## src/rtl/decimal_key_arbiter_pkg.sv

```systemverilog
// Shared constants, state encoding and helpers for the decimal key arbiter path.
package decimal_kbd_pkg;

  localparam int N_KEYS = 10;
  localparam int BCD_W  = 4;

  localparam logic [1:0] ST_IDLE     = 2'd0;
  localparam logic [1:0] ST_DEBOUNCE = 2'd1;
  localparam logic [1:0] ST_OFFER    = 2'd2;
  localparam logic [1:0] ST_RELEASE  = 2'd3;

  // Add two digits 0..9 modulo 10; a single subtract suffices because the sum is at most 18.
  function automatic logic [3:0] mod10_add(input logic [3:0] a, input logic [3:0] b);
    logic [4:0] s;
    s = {1'b0, a} + {1'b0, b};
    if (s >= 5'd10) s = s - 5'd10;
    return s[3:0];
  endfunction

endpackage

```

## src/rtl/decimal_key_arbiter_if.sv

```systemverilog
// BCD code handshake between the key arbiter (master) and a BCD consumer (slave).
interface decimal_key_arbiter_if;
  import decimal_kbd_pkg::*;

  logic [BCD_W-1:0] code;
  logic             code_valid;
  logic             code_ready;
  logic             multi;

  modport master (output code, output code_valid, output multi, input code_ready);
  modport slave  (input code, input code_valid, input multi, output code_ready);
endinterface

```

## src/rtl/decimal_key_arbiter_encoder.sv

```systemverilog
// Combinational round-robin picker: first set request at or after ptr, plus a multi-key flag.
module bcd_rr_encoder
  import decimal_kbd_pkg::*;
(
  input  logic [N_KEYS-1:0] req,
  input  logic [3:0]        ptr,
  output logic [BCD_W-1:0]  idx,
  output logic              multi
);

  logic [N_KEYS-1:0] rot;
  logic [3:0]        pos;
  logic              found;
  logic [3:0]        ones;

  // Rotate so that bit 0 of rot corresponds to request line ptr.
  always_comb begin
    rot = '0;
    for (int i = 0; i < N_KEYS; i++) rot[i] = req[mod10_add(4'(i), ptr)];
  end

  // Lowest set bit of the rotated vector, mapped back to the original line number.
  always_comb begin
    pos   = '0;
    found = 1'b0;
    for (int i = 0; i < N_KEYS; i++) begin
      if (!found && rot[i]) begin
        found = 1'b1;
        pos   = 4'(i);
      end
    end
    idx = mod10_add(pos, ptr);
  end

  // More than one request line set.
  always_comb begin
    ones = '0;
    for (int i = 0; i < N_KEYS; i++) ones = ones + {3'b000, req[i]};
    multi = (ones > 4'd1);
  end

endmodule

```

## src/rtl/decimal_key_arbiter.sv

```systemverilog
// Debounces ten key lines, grants one key per press round-robin, offers it as BCD via valid/ready.
module decimal_key_arbiter
  import decimal_kbd_pkg::*;
#(
  parameter int DEB_CYCLES = 4,
  parameter int CNT_W      = $clog2(DEB_CYCLES + 1)
) (
  input  logic              clk,
  input  logic              rst_n,
  input  logic [N_KEYS-1:0] key,
  output logic              busy,
  decimal_key_arbiter_if.master bus
);

  localparam logic [CNT_W-1:0] DEB_MAX = CNT_W'(DEB_CYCLES);

  logic [1:0]        state;
  logic [CNT_W-1:0]  cnt;
  logic [N_KEYS-1:0] snap;
  logic [3:0]        ptr;
  logic [BCD_W-1:0]  code_r;
  logic              code_valid_r;
  logic              multi_r;
  logic [BCD_W-1:0]  grant_idx;
  logic              grant_multi;

  bcd_rr_encoder u_enc (
    .req   (snap),
    .ptr   (ptr),
    .idx   (grant_idx),
    .multi (grant_multi)
  );

  assign busy           = (state != ST_IDLE);
  assign bus.code       = code_r;
  assign bus.code_valid = code_valid_r;
  assign bus.multi      = multi_r;

  // Snapshot register: reloaded on every new or changed press, no reset needed.
  always_ff @(posedge clk) begin
    if ((state == ST_IDLE && key != '0) ||
        (state == ST_DEBOUNCE && key != '0 && key != snap))
      snap <= key;
  end

  // Press/release FSM with saturating debounce counter and registered BCD offer.
  always_ff @(posedge clk or negedge rst_n) begin
    if (!rst_n) begin
      state        <= ST_IDLE;
      cnt          <= '0;
      ptr          <= '0;
      code_r       <= '0;
      code_valid_r <= 1'b0;
      multi_r      <= 1'b0;
    end else begin
      case (state)
        ST_IDLE: begin
          if (key != '0) begin
            cnt   <= CNT_W'(1);
            state <= ST_DEBOUNCE;
          end
        end
        ST_DEBOUNCE: begin
          if (key == '0) begin
            state <= ST_IDLE;
          end else if (key != snap) begin
            cnt <= CNT_W'(1);
          end else if (cnt < DEB_MAX) begin
            cnt <= cnt + 1'b1;
          end else begin
            code_r       <= grant_idx;
            code_valid_r <= 1'b1;
            multi_r      <= grant_multi;
            ptr          <= (grant_idx == 4'd9) ? 4'd0 : grant_idx + 4'd1;
            state        <= ST_OFFER;
          end
        end
        ST_OFFER: begin
          if (bus.code_ready) begin
            code_valid_r <= 1'b0;
            cnt          <= '0;
            state        <= ST_RELEASE;
          end
        end
        default: begin
          if (key != '0) begin
            cnt <= '0;
          end else begin
            cnt <= cnt + 1'b1;
            if (cnt + 1'b1 == DEB_MAX) state <= ST_IDLE;
          end
        end
      endcase
    end
  end

endmodule

```

## src/flat_wrapper.sv

```systemverilog
// flat-port wrapper written by rule: the top's interface ports become plain ports
module decimal_key_arbiter_flat import decimal_kbd_pkg::*;
#(
  parameter int DEB_CYCLES = 4,
  parameter int CNT_W      = $clog2(DEB_CYCLES + 1)
)
  (clk, rst_n, key, busy, bus_code, bus_code_valid, bus_multi, bus_code_ready);
  decimal_key_arbiter_if bus_i ();
  input  logic clk;
  input  logic rst_n;
  input  logic [N_KEYS-1:0] key;
  output logic busy;
  output wire logic [$bits(bus_i.code)-1:0] bus_code;
  output wire logic [$bits(bus_i.code_valid)-1:0] bus_code_valid;
  output wire logic [$bits(bus_i.multi)-1:0] bus_multi;
  input wire logic [$bits(bus_i.code_ready)-1:0] bus_code_ready;
  assign bus_code = bus_i.code;
  assign bus_code_valid = bus_i.code_valid;
  assign bus_multi = bus_i.multi;
  assign bus_i.code_ready = bus_code_ready;
  decimal_key_arbiter #(.DEB_CYCLES(DEB_CYCLES), .CNT_W(CNT_W)) u_core (.clk(clk), .rst_n(rst_n), .key(key), .busy(busy), .bus(bus_i));
endmodule
```

## config.mk

```make
export PLATFORM = sky130hd
export DESIGN_NAME = decimal_key_arbiter_flat
export DESIGN_NICKNAME = d
export VERILOG_FILES = /design/src/rtl/decimal_key_arbiter_pkg.sv /design/src/rtl/decimal_key_arbiter_if.sv /design/src/rtl/decimal_key_arbiter_encoder.sv /design/src/rtl/decimal_key_arbiter.sv /design/src/flat_wrapper.sv
export SDC_FILE = /design/constraint.sdc
export NUM_CORES = 1
export LEC_CHECK = 0
export BUFFER_PORTS_ARGS = -buffer_cell sky130_fd_sc_hd__buf_4
export CAP_MARGIN = 25
export CORE_ASPECT_RATIO = 1.4
export CORE_UTILIZATION = 50
export CTS_BUF_LIST = sky130_fd_sc_hd__clkbuf_8
export DETAILED_ROUTE_END_ITERATION = 8
export PLACE_DENSITY_LB_ADDON = 0.1
export SYNTH_ARGS = -nofsm -noshare
export SYNTH_HDL_FRONTEND = slang
export SYNTH_HIERARCHICAL = 1
export SYNTH_SLANG_ARGS = --single-unit
```

## constraint.sdc

```tcl
create_clock -name clk -period 5.8 [get_ports clk]
set_clock_uncertainty 0.05 [all_clocks]
set_input_delay 1.16 -clock clk [delete_from_list [all_inputs] [get_ports clk]]
set_output_delay 1.16 -clock clk [all_outputs]
set_load 0.05 [all_outputs]
```

==> results of run 1 <==
-- repair_timing --
action	4_1_cts	5_1_grt
gates resized for setup	0	7
setup buffers	0	2
endpoints found under the setup margin	0	2
-- sequential cells by signal, summed over array words and instances (netlist names) --
name / flops
u_core/bus.multi: 1
u_core/cnt: 3
u_core/ptr: 4
u_core/snap: 10
u_core/state: 2
u_core/bus.code_valid: 1
u_core/bus.code: 4
-- metrics by stage --
stage	setup slack (ns)	hold slack, ns	total power, mW	setup TNS (ns)	instance area (um2)
floorplan	0.01728	0.4691	0.2769	0	3730
global placement	0.3131	0.4437	0.3120	0	4036
detailed placement	0.1861	0.4508	0.3155	0	4036
CTS	0.1288	0.4779	0.4249	0	4086
global route	-0.01690	0.4833	0.4510	-0.01690	4121
finish	0.3151	0.4743	0.4240	0	4121
-- layout make-up --
| class | instances | area, um2 |
|---|---|---|
| Tap cell | 95 | 118.9 |
| Inverter | 35 | 131.4 |
| Timing Repair Buffer | 41 | 307.8 |
| Multi-Input combinational cell | 356 | 2836 |
| Clock inverter | 1 | 8.758 |
| Clock buffer | 3 | 41.29 |
| Sequential cell | 25 | 676.9 |
| Fill cell | 654 | 2950 |
-- per-layer routing --
layer  track usage  vias to the layer above  wire [um]
met4        0.1321                        0        424
met1        0.2866                     1601       3730
met5             0                        -          0
met2        0.4144                       80       4691
li1              -                     1635          -
met3       0.01938                       30        307
-- critical path, delay by kind of cell (launching register included) --
family          cells  cell delay (ns)
simple gates        4             0.83
fa+ha+maj           4             1.14
flops               1             0.53
compound gates      8             1.45
mux                 3             0.73
xor+xnor            1             0.30
buf+inv             2             0.33
-- Yosys cell counts (4+ instances only) --
library cell / instances / share of area
xnor2_1: 20 / 0.047
a21o_1: 12 / 0.024
ha_1: 31 / 0.10
nand4_1: 5 / 0.0084
nand3_1: 9 / 0.012
a31oi_1: 8 / 0.013
edfxtp_1: 10 / 0.081
and3_1: 4 / 0.0067
mux2i_1: 26 / 0.070
mux2_4: 8 / 0.032
nor3_1: 12 / 0.016
a21oi_1: 24 / 0.032
clkbuf_1: 8 / 0.0081
nand2b_1: 4 / 0.0067
a21boi_0: 6 / 0.012
o21ai_0: 17 / 0.023
nor2b_1: 5 / 0.0084
dfrtp_1: 15 / 0.10
o211ai_1: 4 / 0.0081
mux2_2: 8 / 0.024
inv_1: 33 / 0.033
nor2_1: 22 / 0.022
a211oi_1: 5 / 0.010
fa_1: 8 / 0.043
buf_2: 4 / 0.0054
and2_1: 4 / 0.0067
nand2_1: 42 / 0.042
-- cells by family (layout without fill, tap and decap cells) --
group / count (synthesis) / in the layout
adders and majority gates: 39 / 39
and+or+nand+nor: 131 / 131
AOI/OAI and AO/OA: 114 / 114
xor gates and xnor gates: 27 / 27
buffers and inverters: 52 / 80
DFF: 25 / 25
muxes: 45 / 45
-- worst paths after layout --
check	startpoint	endpoint	slack, ns	cells past startpoint
worst max-delay path	u_core/ptr[2]$_DFFE_PN0P_	u_core/ptr[3]$_DFFE_PN0P_	0.32	22
worst min-delay path	u_core/bus.code[0]$_DFFE_PN0P_	u_core/bus.code[0]$_DFFE_PN0P_	0.47	1
worst max register to register	u_core/ptr[2]$_DFFE_PN0P_	u_core/ptr[3]$_DFFE_PN0P_	0.32	22
worst min register to register	u_core/bus.code[0]$_DFFE_PN0P_	u_core/bus.code[0]$_DFFE_PN0P_	0.47	1
max in group asynchronous	rst_n	u_core/ptr[1]$_DFFE_PN0P_	4.84	1
min in group asynchronous	rst_n	u_core/cnt[2]$_DFFE_PN0P_	0.67	1
-- report_power, final --
group / internal (mW) / leakage [nW] / switching [mW] / total [mW]
clock: 0.0504 / 0.0261 / 0.0599 / 0.110
sequential: 0.188 / 0.298 / 0.00620 / 0.194
combinational: 0.0542 / 1.63 / 0.0651 / 0.119
total: 0.293 / 1.95 / 0.131 / 0.424
==> results.md, run 1 <==
- WL final: 9154 um
- Ant diodes: 0
- Synth Area in XOR/XNOR: 0.07150
- Number of synthesized register bits: 25
- CP arrival: 5.60 ns
- Area of the die: 7809 um2
- Worst-path fanout max: 9
- GRT Util Overall: 0.2413
- Hold_buf cts: 0
- Yosys warns: 6
- CP max stage cell: dfrtp_1
- Mean Syn Cell Area: 8.608 um2
- Drt first pass iters: 4
- DR vias/cell: 6.018
- Lkg Pwr: 1.949 nW
- Die Wd: 74.97 um
- Max-slew violation count: 0
- Largest family of logic cells by synthesized area: compound AO/OA/AOI/OAI gates
- DPL Wire Length: 7238 um
- CP cell instances: inv_1 -> ha_1 -> and2b_1 -> a21bo_2 -> mux2i_1 -> or3b_2 -> a31oi_1 -> o311a_1 -> o21a_1 -> o211ai_2 -> ha_1 -> fa_1 -> xnor2_1 -> ha_1 -> nand2_1 -> a21boi_2 -> mux2i_2 -> inv_1 -> nand2_1 -> o21ai_0 -> a22o_1 -> mux2_4
- Nets: 514
- Clk buf depth: 2
- Crit path time final: 5.485 ns
- Adder-Cell Fraction of Synth Area: 0.1470
- Initial Util: 0.5271
- Total gr overflow: 0
- Placed insts: 550
- # DRC: 0
- TritonCTS clock tree: built
- IO Count: 20
- Most frequent cells in the layout: nand2_1, buf_4, inv_1
- Max-Cap Viols: 0
- Chip height: 104.2 um
- Final core utilization: 0.5828
- Synth Flop Type: dfrtp_1
- Antenna violations before repair: 0
- # setup viols final: 0
- CTS Buf Count: 3
- Simple-gate area share of the yosys netlist: 0.1789
- First-pass GRT wire length: 14880 um
- Ys async rst share: 0.6000
- Worst hold path type: flop to flop
- ANT nets after route: 0
- Synth Instances: 433
- Slew headroom: 0.5510
- CTS H-Tree Depth: 1
- Sequential-to-total area share from yosys stat: 0.1813
- Core area: 7072 um2
- Fmax achieved: 0.1823 GHz
- DR WL/cell: 16.46 um
- Vias in the first global route: 3263
- Starting DRT DRC Count: 151
- Worst Path Required: 5.91 ns
- Netlist cell types: 77
- Placer Congestion: 0.9155
- Clk sink count: 25
- CP max stage delay: 0.53 ns
- Mux contribution to synthesized area: 0.1420
- Post-synthesis compound-gate area fraction: 0.2165
- Pin count of the biggest net entering global routing: 17
- Final Non-Filler Cells: 556
- Site row count: 36
- Startpoint Class: flop
- IO Port Bufs: 19
- VDD IR max: 0.1691 mV
- Skew-Pair Late Insertion Delay: 0.27 ns
- CP Class: flop to flop
- Number of flops mapped to enable cells by yosys: 10
- Clk slew on worst S/H paths: 0.10 ns
- Synth Net Count: 485
- Most used cell along the critical path: ha_1
- Slew @ Worst Pin: 0.6548 ns
- Status: finished, final reports clean
- Total number of vias: 3346
- Area grow syn2layout: 10.57%
- Synth Cell Area: 3727 um2
- Setup crit end kind: flop
- Pwr/cell area: 102.9 nW/um2
- Layout cells sized above 1: 0.1844
- CTS root buf: clkbuf_8
- Final hold violations: 0
- Final period util: 0.9457
- Most common cell after layout, fill and taps aside: nand2_1
Power figures use the tool's default switching activity.
==> inputs of run 2 (changes only) <==
--- a/config.mk
+++ b/config.mk
@@ -11,7 +11,7 @@
 export CORE_UTILIZATION = 50
 export CTS_BUF_LIST = sky130_fd_sc_hd__clkbuf_8
 export DETAILED_ROUTE_END_ITERATION = 8
-export PLACE_DENSITY_LB_ADDON = 0.1
+export PLACE_DENSITY_LB_ADDON = 0.3
 export SYNTH_ARGS = -nofsm -noshare
 export SYNTH_HDL_FRONTEND = slang
 export SYNTH_HIERARCHICAL = 1
==> results.md, run 2 (same netlist as run 1, synthesis figures left out) <==
- Status: finished, final reports clean
- CP max stage delay: 0.47 ns (-0.06 ns)
- Starting DRT DRC Count: 191 (+26%)
- Max-slew violation count: 0 (unchanged)
- Lkg Pwr: 1.935 nW (-0.75%)
- Max-Cap Viols: 0 (unchanged)
- Most frequent cells in the layout: nand2_1, buf_4, inv_1
- Post-route worst setup slack: 0.3018 ns (-0.01330 ns)
- Clk buf depth: 2 (unchanged)
- Ant diodes: 0 (unchanged)
- Pin count of the biggest net entering global routing: 21 (+4)
- Final hold violations: 0 (unchanged)
- Most common cell after layout, fill and taps aside: nand2_1
- Design Area, Final: 4101 um2 (-0.49%)
- Startpoint Class: flop
- IO Port Bufs: 19 (unchanged)
- Slew headroom: 0.4093 (-0.1417)
- Fmax achieved: 0.1819 GHz (-0.24%)
- Drt first pass iters: 5 (+1)
- Worst-path fanout max: 9 (unchanged)
- Setup crit end kind: flop
- DR vias/cell: 6.018 (about the same)
- WL final: 9259 um (+1.1%)
- Clk slew on worst S/H paths: 0.09 ns (about the same)
- Final period util: 0.9480 (+0.002294)
- DP Area: 4006 um2 (-0.74%)
- Nets: 510 (-0.78%)
- Pwr/cell area: 102.2 nW/um2 (-0.62%)
- IO Count: 20 (unchanged)
- CP arrival: 5.61 ns (about the same)
- Crit path time final: 5.498 ns (+0.01330 ns)
- Placer Congestion: 0.8807 (-3.8%)
- Slew @ Worst Pin: 0.8798 ns (+0.2250 ns)
- Hold_buf cts: 0 (unchanged)
- Initial Util: 0.5271 (unchanged)
- First-pass GRT wire length: 15240 um (+2.4%)
- Core area: 7072 um2 (unchanged)
- Worst hold path type: flop to flop
- Area grow syn2layout: 10.04%
- VDD IR max: 0.1278 mV (-24%)
- Worst Path Required: 5.91 ns (about the same)
- # DRC: 0 (unchanged)
- Antenna violations before repair: 0 (unchanged)
- Total power: 419.3 uW (-1.1%)
- # setup viols final: 0 (unchanged)
- Layout cells sized above 1: 0.1751 (-0.009327)
- Vias in the first global route: 3196 (-2.1%)
- CTS H-Tree Depth: 1 (unchanged)
- TritonCTS clock tree: built
- Chip height: 104.2 um (unchanged)
- Max FFs per register: 10 (unchanged)
- Largest Register: u_core/snap
- GRT Util Overall: 0.2483 (+0.007027)
- ANT nets after route: 0 (unchanged)
- DR WL/cell: 16.77 um (+1.9%)
- Dpl ws: 0.1610 ns (-0.02512 ns)
- CTS Buf Count: 3 (unchanged)
- CTS root buf: clkbuf_8
- Area of the die: 7809 um2 (unchanged)
- Total number of vias: 3322 (-0.72%)
- Total gr overflow: 0 (unchanged)
- Site row count: 36 (unchanged)
- Skew-Pair Late Insertion Delay: 0.27 ns (about the same)
- Clk sink count: 25 (unchanged)
- Die Wd: 74.97 um (unchanged)
- DPL Wire Length: 7212 um (-0.36%)
- CP Class: flop to flop
- CP max stage cell: fa_1
## run 2: routing by layer
layer | track usage | wire (um) | vias up
met5 | 0 | 0 | -
met2 | 0.4414 | 4877 | 102
li1 | - | - | 1623
met3 | 0.01260 | 263 | 22
met4 | 0.1065 | 287 | 0
met1 | 0.2986 | 3830 | 1575
## run 2: stage by stage
step	hold WS (ns)	cells	setup TNS, ns	util
6_report	0.4735	552	0	0.5800
5_1_grt	0.4874	552	-0.06570	0.5800
4_1_cts	0.4713	550	0	0.5729
3_5_place_dp	0.4476	546	0	0.5665
3_3_place_gp	0.4467	546	0	0.5665
2_1_floorplan	0.4691	433	0	-
## run 2: report_power, final
group / internal, mW / switching (mW) / leakage, nW
logic: 0.0554 / 0.0665 / 1.61
clock network: 0.0474 / 0.0555 / 0.0269
registers: 0.188 / 0.00647 / 0.300
total: 0.291 / 0.128 / 1.93
## run 2: worst max-delay path, delay by kind of cell, from the launching register on
family	cells	cell delay, ns
multiplexers	3	0.69
buffers and inverters	5	0.63
adder cells (fa/ha/maj)	5	1.39
flip-flops	1	0.43
AND/OR/NAND/NOR	2	0.15
AO/OA/AOI/OAI	10	2.02
## run 2: path summary, 6_finish.rpt
| path | startpoint | endpoint | depth (start not counted) | slack [ns] |
|---|---|---|---|---|
| max in group asynchronous | rst_n | u_core/ptr[0]$_DFFE_PN0P_ | 1 | 4.83 |
| max reg2reg | u_core/ptr[0]$_DFFE_PN0P_ | u_core/ptr[3]$_DFFE_PN0P_ | 25 | 0.30 |
| min in group asynchronous | rst_n | u_core/bus.code_valid$_DFFE_PN0P_ | 1 | 0.68 |
| min reg2reg | u_core/bus.multi$_DFFE_PN0P_ | u_core/bus.multi$_DFFE_PN0P_ | 1 | 0.47 |
| min | u_core/bus.multi$_DFFE_PN0P_ | u_core/bus.multi$_DFFE_PN0P_ | 1 | 0.47 |
| max | u_core/ptr[0]$_DFFE_PN0P_ | u_core/ptr[3]$_DFFE_PN0P_ | 25 | 0.30 |
## run 2: final cells by class
cell class,instances,area [um2]
Clock buffer,3,41.29
Clock inverter,1,3.754
Fill cell,649,2970
Inverter,35,131.4
Multi-Input combinational cell,356,2853
Sequential cell,25,675.6
Tap cell,95,118.9
Timing Repair Buffer,37,277.8
## run 2: repair_timing
item                       in CTS  in global routing
buffers inserted                0                  2
gates resized for setup         0                  7
setup endpoints to repair       0                  3
